[config.mk]
export PLATFORM = sky130hd
export DESIGN_NAME = mf_tap_sequencer
export DESIGN_NICKNAME = d
export VERILOG_FILES = /design/src/rtl/mf_tap_sequencer.sv
export SDC_FILE = /design/constraint.sdc
export NUM_CORES = 1
export LEC_CHECK = 0
export BUFFER_PORTS_ARGS = -buffer_cell sky130_fd_sc_hd__buf_2
export CORE_UTILIZATION = 46
export CTS_CLUSTER_SIZE = 16
export DETAILED_ROUTE_END_ITERATION = 8
export GPL_ROUTABILITY_DRIVEN = 0
export GPL_TIMING_DRIVEN = 0
export PLACE_DENSITY = 0.76
export SLEW_MARGIN = 20
export SYNTH_ARGS = -nofsm -noshare
export SYNTH_HDL_FRONTEND = slang
export SYNTH_SLANG_ARGS = --single-unit
[constraint.sdc]
create_clock -name clock -period 1.52 [get_ports clock]
set_input_delay 0.304 -clock clock [delete_from_list [all_inputs] [get_ports clock]]
set_output_delay 0.304 -clock clock [all_outputs]
set_load 0.05 [all_outputs]
[src/rtl/mf_tap_sequencer.sv]
// mf_tap_sequencer: control sequencer for the heartbeat match filter.
// Accepts one sample strobe per job and drives the filter's load pulse,
// circular-buffer write offset and tap index sweep, waits out the MAC
// pipeline, then flags y_valid for the peak detector.
// Optional build macro: MF_SEQ_OVERRUN_CNT_EN enables the saturating
// 8-bit dropped-strobe counter on overrun_count (tied to zero otherwise).
module mf_tap_sequencer #(
  parameter int unsigned TAPS       = 128,
  parameter int unsigned IDX_W      = 7,
  parameter int unsigned PIPE_DEPTH = 2
) (
  input  logic             clock,
  input  logic             reset,
  input  logic             enable,
  input  logic             sample_strobe,
  output logic             mf_ready,
  output logic [IDX_W-1:0] mf_index,
  output logic [IDX_W-1:0] mf_offset,
  output logic             busy,
  output logic             y_valid,
  output logic             overrun,
  output logic [7:0]       overrun_count
);

  localparam int unsigned DRAIN_W = (PIPE_DEPTH > 1) ? $clog2(PIPE_DEPTH) : 1;

  localparam logic [IDX_W-1:0]   IDX_LAST   = IDX_W'(TAPS - 1);
  localparam logic [IDX_W-1:0]   IDX_PENULT = IDX_W'(TAPS - 2);
  localparam logic [IDX_W-1:0]   IDX_ONE    = IDX_W'(1);
  localparam logic [DRAIN_W-1:0] DRAIN_INIT = DRAIN_W'(PIPE_DEPTH - 1);
  localparam logic [DRAIN_W-1:0] DRAIN_ONE  = DRAIN_W'(1);

  typedef enum logic [2:0] {
    IDLE  = 3'd0,
    LOAD  = 3'd1,
    RUN   = 3'd2,
    DRAIN = 3'd3,
    DONE  = 3'd4
  } state_t;

  state_t             state;
  logic [DRAIN_W-1:0] drain_cnt;
  logic               accept;
  logic               drop;

  // Strobe classification: accepted when a new job may start, dropped mid-job.
  always_comb begin
    accept = 1'b0;
    drop   = 1'b0;
    if (sample_strobe) begin
      accept = enable && ((state == IDLE) || (state == DONE));
      drop   = (state == LOAD) || (state == RUN) || (state == DRAIN);
    end
  end

  // Job FSM with registered outputs; the final index TAPS-1 is issued during
  // LOAD and DRAIN so the RUN sweep only needs to cover 0..TAPS-2.
  always_ff @(posedge clock) begin
    if (reset) begin
      state     <= IDLE;
      mf_ready  <= 1'b0;
      mf_index  <= IDX_LAST;
      mf_offset <= '0;
      busy      <= 1'b0;
      y_valid   <= 1'b0;
      overrun   <= 1'b0;
      drain_cnt <= '0;
    end else begin
      mf_ready <= 1'b0;
      y_valid  <= 1'b0;
      overrun  <= drop;
      case (state)
        IDLE: begin
          mf_index <= IDX_LAST;
          if (accept) begin
            state    <= LOAD;
            mf_ready <= 1'b1;
            busy     <= 1'b1;
          end
        end
        LOAD: begin
          state    <= RUN;
          mf_index <= '0;
        end
        RUN: begin
          if (mf_index == IDX_PENULT) begin
            state     <= DRAIN;
            mf_index  <= IDX_LAST;
            drain_cnt <= DRAIN_INIT;
          end else begin
            mf_index <= mf_index + IDX_ONE;
          end
        end
        DRAIN: begin
          if (drain_cnt == '0) begin
            state   <= DONE;
            y_valid <= 1'b1;
          end else begin
            drain_cnt <= drain_cnt - DRAIN_ONE;
          end
        end
        DONE: begin
          mf_offset <= mf_offset + IDX_ONE;
          if (accept) begin
            state    <= LOAD;
            mf_ready <= 1'b1;
          end else begin
            state <= IDLE;
            busy  <= 1'b0;
          end
        end
        default: begin
          state    <= IDLE;
          busy     <= 1'b0;
          mf_index <= IDX_LAST;
        end
      endcase
    end
  end

`ifdef MF_SEQ_OVERRUN_CNT_EN
  // Saturating count of dropped strobes; cleared only by reset.
  always_ff @(posedge clock) begin
    if (reset) begin
      overrun_count <= '0;
    end else if (drop && (overrun_count != '1)) begin
      overrun_count <= overrun_count + 8'd1;
    end
  end
`else
  assign overrun_count = '0;
`endif

endmodule

==> results by group, run 1 <==
Outcome
  • Outcome: finished, final reports clean

Power and ir drop
  • P_leak: 0.000602 uW
  • Combinational power share: 24.5%
  • VDD IR-drop max: between 500 and 600 uV
  • Switching Fraction: between 30% and 40%
  • Sequential share of power: around 52%
  • PwrDens: ~850 mW/mm2
  • Int Pwr: between 700 and 800 uW
  • P_sw: roughly 400 uW
  • Clock network power share: a little under a quarter

Detailed routing
  • Avg Vias per Cell: approximately 5.6
  • Average routed wire per standard cell: 13.3 um
  • Final wirelength: roughly 2600 um
  • WL met2: roughly 1200 um
  • Starting DRT DRC Count: 44
  • Met1 Routed Length: 1170 um
  • Pre-Repair DR Iteration Count: 4
  • Post-route ant nets: 0
  • Residual DRC count: 0
  • Highest routed layer: met4
  • Vias post-DR: roughly 1.1k
  • Met3 wire len: ~190 um

Run
  • MaxCap Viol Count: 0

GRT
  • Antenna violations before repair: 0
  • Pin count of the biggest net entering global routing: 13
  • Gr usage total: between 20% and 30%
  • GRT overflow: 0
  • First-pass GRT wire length: just under 4000 um
  • Vias in the first global route: 870

Clock network
  • Sinks on Clock Net: 22
  • CTS tree: built
  • CTS clk-pin slew, worst paths: ~120 ps
  • H-tree levels: 1
  • Root buf cell: clkbuf_4
  • CTS Buf Count: 3
  • CTS Hold Bufs: 0
  • CTS Buffer Depth: 2
  • Worst skew pair latency: around 310 ps

Layout
  • ANT cells: 0
  • Share of layout cells above drive strength 1: 34.7%
  • Nets@finish: approximately 180
  • Area grow syn2layout: 23.6%

Timing
  • Max Clock Freq: 672 MHz
  • Setup-failing EPs final: 0
  • Sum Neg Setup Slack: 0 ps
  • Final Max Slew Viols: 0
  • Fin Hold WS: 264 ps
  • Final min period: roughly 1500 ps
  • Unrepaired setup endpoints after global routing: true
  • Final hold vios: 0
  • Final worst slack: 30.9 ps
  • Clk_skew: 1.98 ps
  • Final period util: slightly below 100%

Placement
  • Pre-CTS setup slack: -40.8 ps
  • Hpwl dp: ~1800 um
  • Port Buffer Count: 20

Critical path
  • RR Startpoint: mf_index[1]
  • Max stage delay cell, worst path: or4_1
  • Setup CP Type: register to register
  • Critical Path, Cell by Cell: ha_2, nand2_1, or4_1, a21oi_2, o21ai_1
  • Worst EP arrival: roughly 1700 ps
  • Max incr delay on CP: a little under 500 ps
  • R2R cell count: 5
  • Reg2reg setup slack: a little over 30 ps
  • Worst EP required: roughly 1700 ps
  • Critical Path End Type: register
  • Maximum fanout along the worst path: 6
  • End of the worst register-to-register path: mf_index[6]
  • Crit start category: register

Worst hold path
  • Min-Delay Startpoint: sample_strobe
  • Hold Path Depth: 2
  • WHS Endpoint: overrun
  • Hold WC Path Type: primary input to register

Die
  • Site Rows: 17
  • Die Span Y: 51.9 um
  • Core Box Area: between 0.002 and 0.0025 mm2
  • DIE AREA: 0.00269 mm2
  • Chip Width: about 52 um
  • Number of top-level pins: 30
  • Starting Density: between 50% and 60%

Synthesis
  • Post-synth EDFFs: 0
  • Commonest register cell after synthesis: dfxtp_1
  • Asr flop ratio synth: 0%
  • Top cell types by occurrence after synthesis: 22 x dfxtp_1, 11 x nand2_1, 11 x nor2_1
  • Post-synthesis cell area: about 0.0011 mm2
  • Mapped Cells: approximately 130
  • Top cells by area, synth: dfxtp_1 39%, buf_4 5.9%, xor2_1 4.6%, a21oi_1 3.9%, nand2_1 3.6%
  • Synthesis Warnings: 0
  • Synthesized flop and latch total: 22
  • Avg Inst Size Synth: between 8 and 9 um2
  • Most frequent cell after synthesis: dfxtp_1
  • Register area share after synthesis: approximately two fifths
  • Post-synth top area share: 38.5%
  • Synth cell types: 39
  • Largest area contributor in the netlist: dfxtp_1
worst max-delay path: cells and delay by family, from the launching register on:
kind	cells	cell delay, ps
AO/OA/AOI/OAI	2	220
adder cells (fa/ha/maj)	1	210
flip-flops	1	400
AND/OR/NAND/NOR	2	560
cells in the final DEF, fill, tap and decap left out, types with 5 or more instances in the layout:
| cell | synthesis | layout |
|---|---|---|
| dfxtp_1 | 22 | 12 |
| xor2_1 | 6 | 6 |
| buf_2 | 2 | 21 |
| conb_1 | 1 | 8 |
| dfxtp_2 | 0 | 8 |
| buf_4 | 9 | 12 |
| inv_1 | 6 | 5 |
| nor2_1 | 11 | 10 |
| nand2_1 | 11 | 11 |
| a21oi_1 | 9 | 7 |
worst max-delay path by stage:
stage / start / to / slack (ps) / cells past startpoint
after floorplan: mf_index[0] / mf_index[2] / -20 / 6
after global placement: state[1] / mf_index[3] / -8 / 5
after detailed placement: state[2] / mf_offset[6] / -40 / 5
after CTS: mf_index[0] / mf_index[6] / 6 / 6
after global routing: mf_index[0] / mf_index[6] / -20 / 6
final: mf_index[1] / mf_index[6] / 30 / 5
power groups by stage:
| stage | registers (uW) | clock network (uW) | logic, uW |
|---|---|---|---|
| CTS | 624 | 288 | 280 |
| detailed placement | 636 | 0 | 276 |
| floorplan | 692 | 0 | 170 |
| global route | 630 | 319 | 314 |
| global placement | 635 | 0 | 270 |
| finish | 627 | 277 | 294 |
area by class of cell:
type	count	area, um2
plain buffers	14	91.3
clock buffers	4	26.3
fillers	198	862
inverters	6	22.5
multi-input cells	99	666
flip-flops and latches	22	458
well taps	28	35.0
repair buffers	22	115
state kept, by name, indices dropped and copies added, names as in the netlist:
signal     count
overrun        1
drain_cnt      1
state          3
mf_index       7
y_valid        1
busy           1
mf_offset      7
mf_ready       1
kinds of logic after synthesis:
logic type,count (synthesis),share of synthesized area [%]
AO/OA/AOI/OAI,31,17.5
XOR/XNOR,7,5.36
adder cells (fa/ha/maj),4,4.16
buffers and inverters,20,9.74
flip-flops,22,38.5
other,1,0.328
AND/OR/NAND/NOR,49,24.4
stage by stage:
step / cells / power [uW] / util [%] / cell area [um2]
5_1_grt: 195 / 1260 / 62.1 / 1410
4_1_cts: 195 / 1190 / 60.6 / 1380
6_report: 195 / 1200 / 62.1 / 1410
3_3_place_gp: 189 / 905 / 58.3 / 1330
2_1_floorplan: 141 / 862 / - / 1190
3_5_place_dp: 189 / 912 / 58.3 / 1330
metal layers:
| layer | GRT usage (%) | up-vias |
|---|---|---|
| met2 | 28.6 | 59 |
| li1 | - | 523 |
| met3 | 6.43 | 8 |
| met4 | 8.56 | 0 |
| met1 | 27.8 | 493 |
| met5 | 0 | - |
timing repair:
item,4_1_cts,5_1_grt
setup buffers,2,0
gates resized for setup,5,10
setup endpoints to repair,5,7
endpoints found under the hold margin,0,0
Power figures use the tool's default switching activity.
==> run 2: changes to the inputs <==
--- a/config.mk
+++ b/config.mk
@@ -5,13 +5,13 @@
 export SDC_FILE = /design/constraint.sdc
 export NUM_CORES = 1
 export LEC_CHECK = 0
-export BUFFER_PORTS_ARGS = -buffer_cell sky130_fd_sc_hd__buf_2
-export CORE_UTILIZATION = 46
+export CORE_UTILIZATION = 55
 export CTS_CLUSTER_SIZE = 16
 export DETAILED_ROUTE_END_ITERATION = 8
+export DONT_BUFFER_PORTS = 1
 export GPL_ROUTABILITY_DRIVEN = 0
 export GPL_TIMING_DRIVEN = 0
-export PLACE_DENSITY = 0.76
+export PLACE_DENSITY = 0.75
 export SLEW_MARGIN = 20
 export SYNTH_ARGS = -nofsm -noshare
 export SYNTH_HDL_FRONTEND = slang
==> constraint.sdc (replaced) <==
create_clock -name clock -period 1.25 [get_ports clock]
set_input_delay 0.25 -clock clock [delete_from_list [all_inputs] [get_ports clock]]
set_output_delay 0.25 -clock clock [all_outputs]
set_load 0.05 [all_outputs]
==> run 2 against run 1 <==
Against the previous run: the run now ends with setup timing left; fmax decreased by 10%; clock power up 74%; non-clock buffer count is 13 lower; sequential share of layout area is 0.78 points lower; setup slack worse by 440 ps; design area up 9.7%; routed wire length increased by 26%; critical path depth up 1; die area fell by 16%; sequential power is 33% higher; global-route usage up 6.7 points; largest power group unchanged; highest routed layer unchanged.
==> results by group, run 2 (same netlist as run 1, synthesis figures left out) <==
Outcome
  • Outcome: complete, but fails checks
  • Failing checks: setup timing

Detailed routing
  • Avg Vias per Cell: 6.19
  • Vias post-DR: around 1.1k
  • Residual DRC count: 0
  • Pre-Repair DR Iteration Count: 4
  • Average routed wire per standard cell: 18.1 um
  • Starting DRT DRC Count: slightly below 60
  • Final wirelength: ~3300 um
  • Post-route ant nets: 0

Timing
  • Final hold vios: 0
  • Max-slew headroom: 63.6%
  • Worst Max-Slew Pin Slew: between 500 and 600 ps
  • Setup-failing EPs final: 11
  • Sum Neg Setup Slack: -2360 ps
  • Clk_skew: about 6.7 ps
  • Unrepaired setup endpoints after global routing: true
  • Final Max Slew Viols: 0
  • Final period util: 133%
  • Fin Hold WS: between 90 and 100 ps
  • Max Clock Freq: a little over 600 MHz
  • Final min period: 1660 ps
  • Final worst slack: -408 ps

Layout
  • Nets@finish: between 150 and 200
  • Design area: 0.00155 mm2
  • Area grow syn2layout: 35.7%
  • Regs by FF count: mf_index (7), mf_offset (7), state (3)
  • Most common cell after layout, fill and taps aside: buf_4
  • Share of layout cells above drive strength 1: between 40% and 50%
  • ANT cells: 0
  • Most frequent cells in the layout: 16 x buf_4, 11 x dfxtp_4, 9 x nand2_1, 9 x nor2_1, 8 x conb_1

Critical path
  • Buf/Inv on CP: 1
  • Maximum fanout along the worst path: 6
  • Setup CP Type: register to register
  • Critical Path End Type: register
  • Worst path top cell family by delay: simple AND/OR/NAND/NOR gates
  • Worst EP arrival: around 1900 ps
  • Worst EP required: 1460 ps
  • R2R cell count: 6
  • Launch point of the critical path: mf_index[0]
  • Max stage delay cell, worst path: dfxtp_4
  • RR Startpoint: mf_index[0]
  • Max incr delay on CP: ~500 ps
  • Critical Path, Cell by Cell: inv_2, ha_4, nand3b_1, or4_4, a21oi_2, o21ai_1
  • Crit start category: register
  • Reg2reg setup slack: -410 ps
  • End of the worst register-to-register path: mf_index[6]

Placement
  • DP Area: ~0.0012 mm2
  • Port Buffer Count: 0
  • Hpwl dp: 1710 um

Power and ir drop
  • Switching Fraction: around a third
  • P_leak: between 0.0006 and 0.0007 uW
  • Combinational power share: between 10% and 20%
  • Power, Total: ~1600 uW
  • P_sw: about 550 uW
  • Clock network power share: between 20% and 30%
  • Sequential share of power: between 50% and 60%
  • VDD IR-drop max: between 600 and 700 uV
  • PwrDens: 1060 mW/mm2
  • Int Pwr: roughly 1100 uW

Clock network
  • Sinks on Clock Net: 22
  • CTS Hold Bufs: 0
  • Root buf cell: clkbuf_4
  • CTS clk-pin slew, worst paths: roughly 140 ps
  • Worst skew pair latency: approximately 320 ps
  • CTS tree: built
  • H-tree levels: 1
  • CTS Buf Count: 3
  • CTS Buffer Depth: 2

Worst hold path
  • Hold WC Path Type: primary input to register
  • Min-Delay Startpoint: sample_strobe
  • Hold Path Depth: 1
  • WHS Endpoint: overrun

Die
  • Number of top-level pins: 30
  • Starting Density: a little under 60%
  • Site Rows: 16
  • DIE AREA: 0.00227 mm2
  • Core Box Area: slightly below 0.002 mm2
  • Chip Width: roughly 48 um
  • Die Span Y: ~48 um

Run
  • MaxCap Viol Count: 0

GRT
  • Vias in the first global route: 967
  • Pin count of the biggest net entering global routing: 14
  • First-pass GRT wire length: 4230 um
  • Antenna violations before repair: 0
  • GRT overflow: 0
  • Gr usage total: a little over a quarter
==> run 2: power groups by stage <==
stage / clock [uW] / sequential (uW) / combinational (uW)
final: 482 / 833 / 324
after floorplan: 0 / 840 / 209
after detailed placement: 0 / 848 / 241
after global placement: 0 / 847 / 235
after global routing: 521 / 838 / 345
after CTS: 488 / 826 / 256
==> run 2: stage by stage <==
step                      worst slack [ps]  instances  utilization [%]
after floorplan                       -248        141                -
after global placement                -346        168             63.4
after detailed placement              -387        168             63.4
after CTS                             -383        176             70.1
after global routing                  -481        181             79.1
final                                 -408        181             79.1
==> run 2: how the worst max path moves through the flow <==
| stage | to | slack (ps) | cells after the start |
|---|---|---|---|
| after floorplan | mf_index[6] | -250 | 6 |
| after global placement | mf_index[6] | -350 | 4 |
| after detailed placement | mf_index[6] | -390 | 4 |
| after CTS | mf_index[6] | -380 | 5 |
| after global routing | mf_index[6] | -480 | 6 |
| final | mf_index[6] | -410 | 6 |
==> run 2: layout make-up <==
cell class / count / area, um2
multi-input combinational: 99 / 776
buffer: 13 / 98.8
sequential: 22 / 490
inverter: 6 / 22.5
timing repair buffer: 10 / 82.6
fill: 125 / 410
tap: 27 / 33.8
clock buffer: 4 / 47.5
==> run 2: per-layer routing <==
layer | wire [um] | GRT usage, % | vias up
li1 | - | - | 505
met1 | 1360 | 34.0 | 543
met2 | 1630 | 44.1 | 68
met3 | 242 | 4.15 | 4
met4 | 34 | 13.9 | 0
met5 | 0 | 0 | -
==> run 2: repair_timing <==
item,4_1_cts,5_1_grt
resized for setup,19,32
setup endpoints to repair,21,17
pin swaps,6,15
buffers inserted,5,5
==> run 3: changes to the inputs <==
--- a/config.mk
+++ b/config.mk
@@ -5,13 +5,15 @@
 export SDC_FILE = /design/constraint.sdc
 export NUM_CORES = 1
 export LEC_CHECK = 0
-export CORE_UTILIZATION = 55
+export CELL_PAD_IN_SITES_DETAIL_PLACEMENT = 0
+export CELL_PAD_IN_SITES_GLOBAL_PLACEMENT = 1
+export CORE_UTILIZATION = 40
 export CTS_CLUSTER_SIZE = 16
 export DETAILED_ROUTE_END_ITERATION = 8
 export DONT_BUFFER_PORTS = 1
 export GPL_ROUTABILITY_DRIVEN = 0
 export GPL_TIMING_DRIVEN = 0
-export PLACE_DENSITY = 0.75
+export PLACE_DENSITY = 0.74
 export SLEW_MARGIN = 20
 export SYNTH_ARGS = -nofsm -noshare
 export SYNTH_HDL_FRONTEND = slang
==> run 3 against run 2 <==
Against the previous run: the run still ends with setup timing left; non-clock buffer count grew 2; flip-flop and latch count is the same; hold slack lost 1.4 ps; routed wire length shrank 16%; count of clock-buffer cells in the layout is the same; power shrank 6.2%; critical path type unchanged; largest cell class unchanged; largest power group unchanged; highest routed layer unchanged.
==> results by group, run 3 (same netlist as run 1, synthesis figures left out) <==
Die
  • Die Span Y: between 50 and 60 um
  • Chip Width: ~55 um
  • DIE AREA: 0.00308 mm2
  • Starting Density: between 40% and 50%
  • Site Rows: 19
  • Number of top-level pins: 30
  • Core Box Area: 0.00273 mm2

Clock network
  • Worst skew pair latency: between 300 and 400 ps
  • CTS Buf Count: 3
  • CTS Hold Bufs: 0
  • H-tree levels: 1
  • Sinks on Clock Net: 22
  • Root buf cell: clkbuf_4
  • CTS clk-pin slew, worst paths: around 120 ps
  • CTS Buffer Depth: 2
  • CTS tree: built

Detailed routing
  • Final wirelength: between 2000 and 3000 um
  • Post-route ant nets: 0
  • WL met2: roughly 1500 um
  • Met1 Routed Length: approximately 1100 um
  • Average routed wire per standard cell: around 15 um
  • Starting DRT DRC Count: 25
  • Highest routed layer: met4
  • Pre-Repair DR Iteration Count: 5
  • Met3 wire len: approximately 160 um
  • Vias post-DR: between 1k and 1.5k
  • Avg Vias per Cell: ~5.4
  • Residual DRC count: 0

Timing
  • Final worst slack: -359 ps
  • Final Max Slew Viols: 0
  • Final min period: roughly 1600 ps
  • Unrepaired setup endpoints after global routing: true
  • Final hold vios: 0
  • Setup-failing EPs final: 14
  • Clk_skew: about 4.1 ps
  • Final period util: 129%
  • Max Clock Freq: 622 MHz

Placement
  • Hpwl dp: 1770 um
  • Port Buffer Count: 0
  • Dpl cells: roughly 170

GRT
  • First-pass GRT wire length: 4010 um
  • Gr usage total: between 10% and 20%
  • Antenna violations before repair: 0
  • Pin count of the biggest net entering global routing: 13
  • GRT overflow: 0
  • Vias in the first global route: 889

Critical path
  • Critical Path End Type: register
  • Worst EP arrival: between 1500 and 2000 ps
  • Worst EP required: about 1500 ps
  • Setup CP Type: register to register
  • Maximum fanout along the worst path: 6
  • Crit start category: register

Layout
  • Final core utilization: between 50 and 60%
  • ANT cells: 0
  • Most frequent cells in the layout: 16 x buf_4, 11 x dfxtp_4, 10 x nand2_1
  • Share of layout cells above drive strength 1: about two fifths
  • Most common cell after layout, fill and taps aside: buf_4
  • Nets@finish: approximately 160
  • Regs by FF count: mf_index (7), mf_offset (7), state (3)
  • Area grow syn2layout: 34.8%
  • Finished Layout Cells: 187

Power and ir drop
  • PwrDens: 997 mW/mm2
  • P_leak: approximately 0.00059 uW
  • VDD IR-drop max: around 550 uV

Outcome
  • Failing checks: setup timing
  • Outcome: complete, but fails checks

Run
  • MaxCap Viol Count: 0

Worst hold path
  • Hold WC Path Type: primary input to register
==> run 3: worst paths after layout <==
check	cells past startpoint	from	slack, ps	end
worst max-delay path	6	mf_index[0]	-360	mf_index[6]
worst min-delay path	1	sample_strobe	90	overrun
worst max register to register	6	mf_index[0]	-360	mf_index[6]
worst min register to register	1	drain_cnt	510	state[2]
==> run 3: critical path: stages (launching register included) <==
cell      delay [ps]
dfxtp_4          510
inv_4             50
ha_4             170
nand3b_1         150
or4_1            410
a21oi_1          140
o21ai_1           70
==> run 3: area by class of cell <==
type,count,area [um2]
Tap cell,31,38.8
Sequential cell,22,489
Timing Repair Buffer,12,119
Inverter,6,25.0
Buffer,13,98.8
Fill cell,253,1190
Clock buffer,4,36.3
Multi-Input combinational cell,99,734
==> run 3: power by group <==
part | internal (uW) | leakage (uW) | switching, uW
sequential | 716 | 0.000185 | 116
combinational | 126 | 0.000389 | 181
clock | 178 | 0.0000210 | 221
==> run 3: repair_timing <==
item / in CTS / in global routing
buffers inserted: 5 / 7
pin swaps: 5 / 10
setup endpoints to repair: 19 / 15
gates resized for setup: 23 / 21
cloned: 0 / 1
==> run 3: per-stage QoR <==
step | hold slack [ps] | worst slack (ps) | setup TNS, ps | total power (uW) | instance area [um2]
3_5_place_dp | 425 | -351 | -3020 | 1090 | 1250
4_1_cts | 83.2 | -357 | -2610 | 1490 | 1380
6_report | 89.6 | -359 | -1930 | 1540 | 1540
3_3_place_gp | 425 | -354 | -2800 | 1090 | 1250
5_1_grt | 72.8 | -420 | -3170 | 1600 | 1540
2_1_floorplan | 422 | -248 | -1130 | 1050 | 1210
==> run 3: routing by layer <==
metal  vias up  GRT usage [%]
met5         -              0
met4         0           6.43
met3         4           4.45
met2        34           30.3
met1       470           18.2
li1        509              -
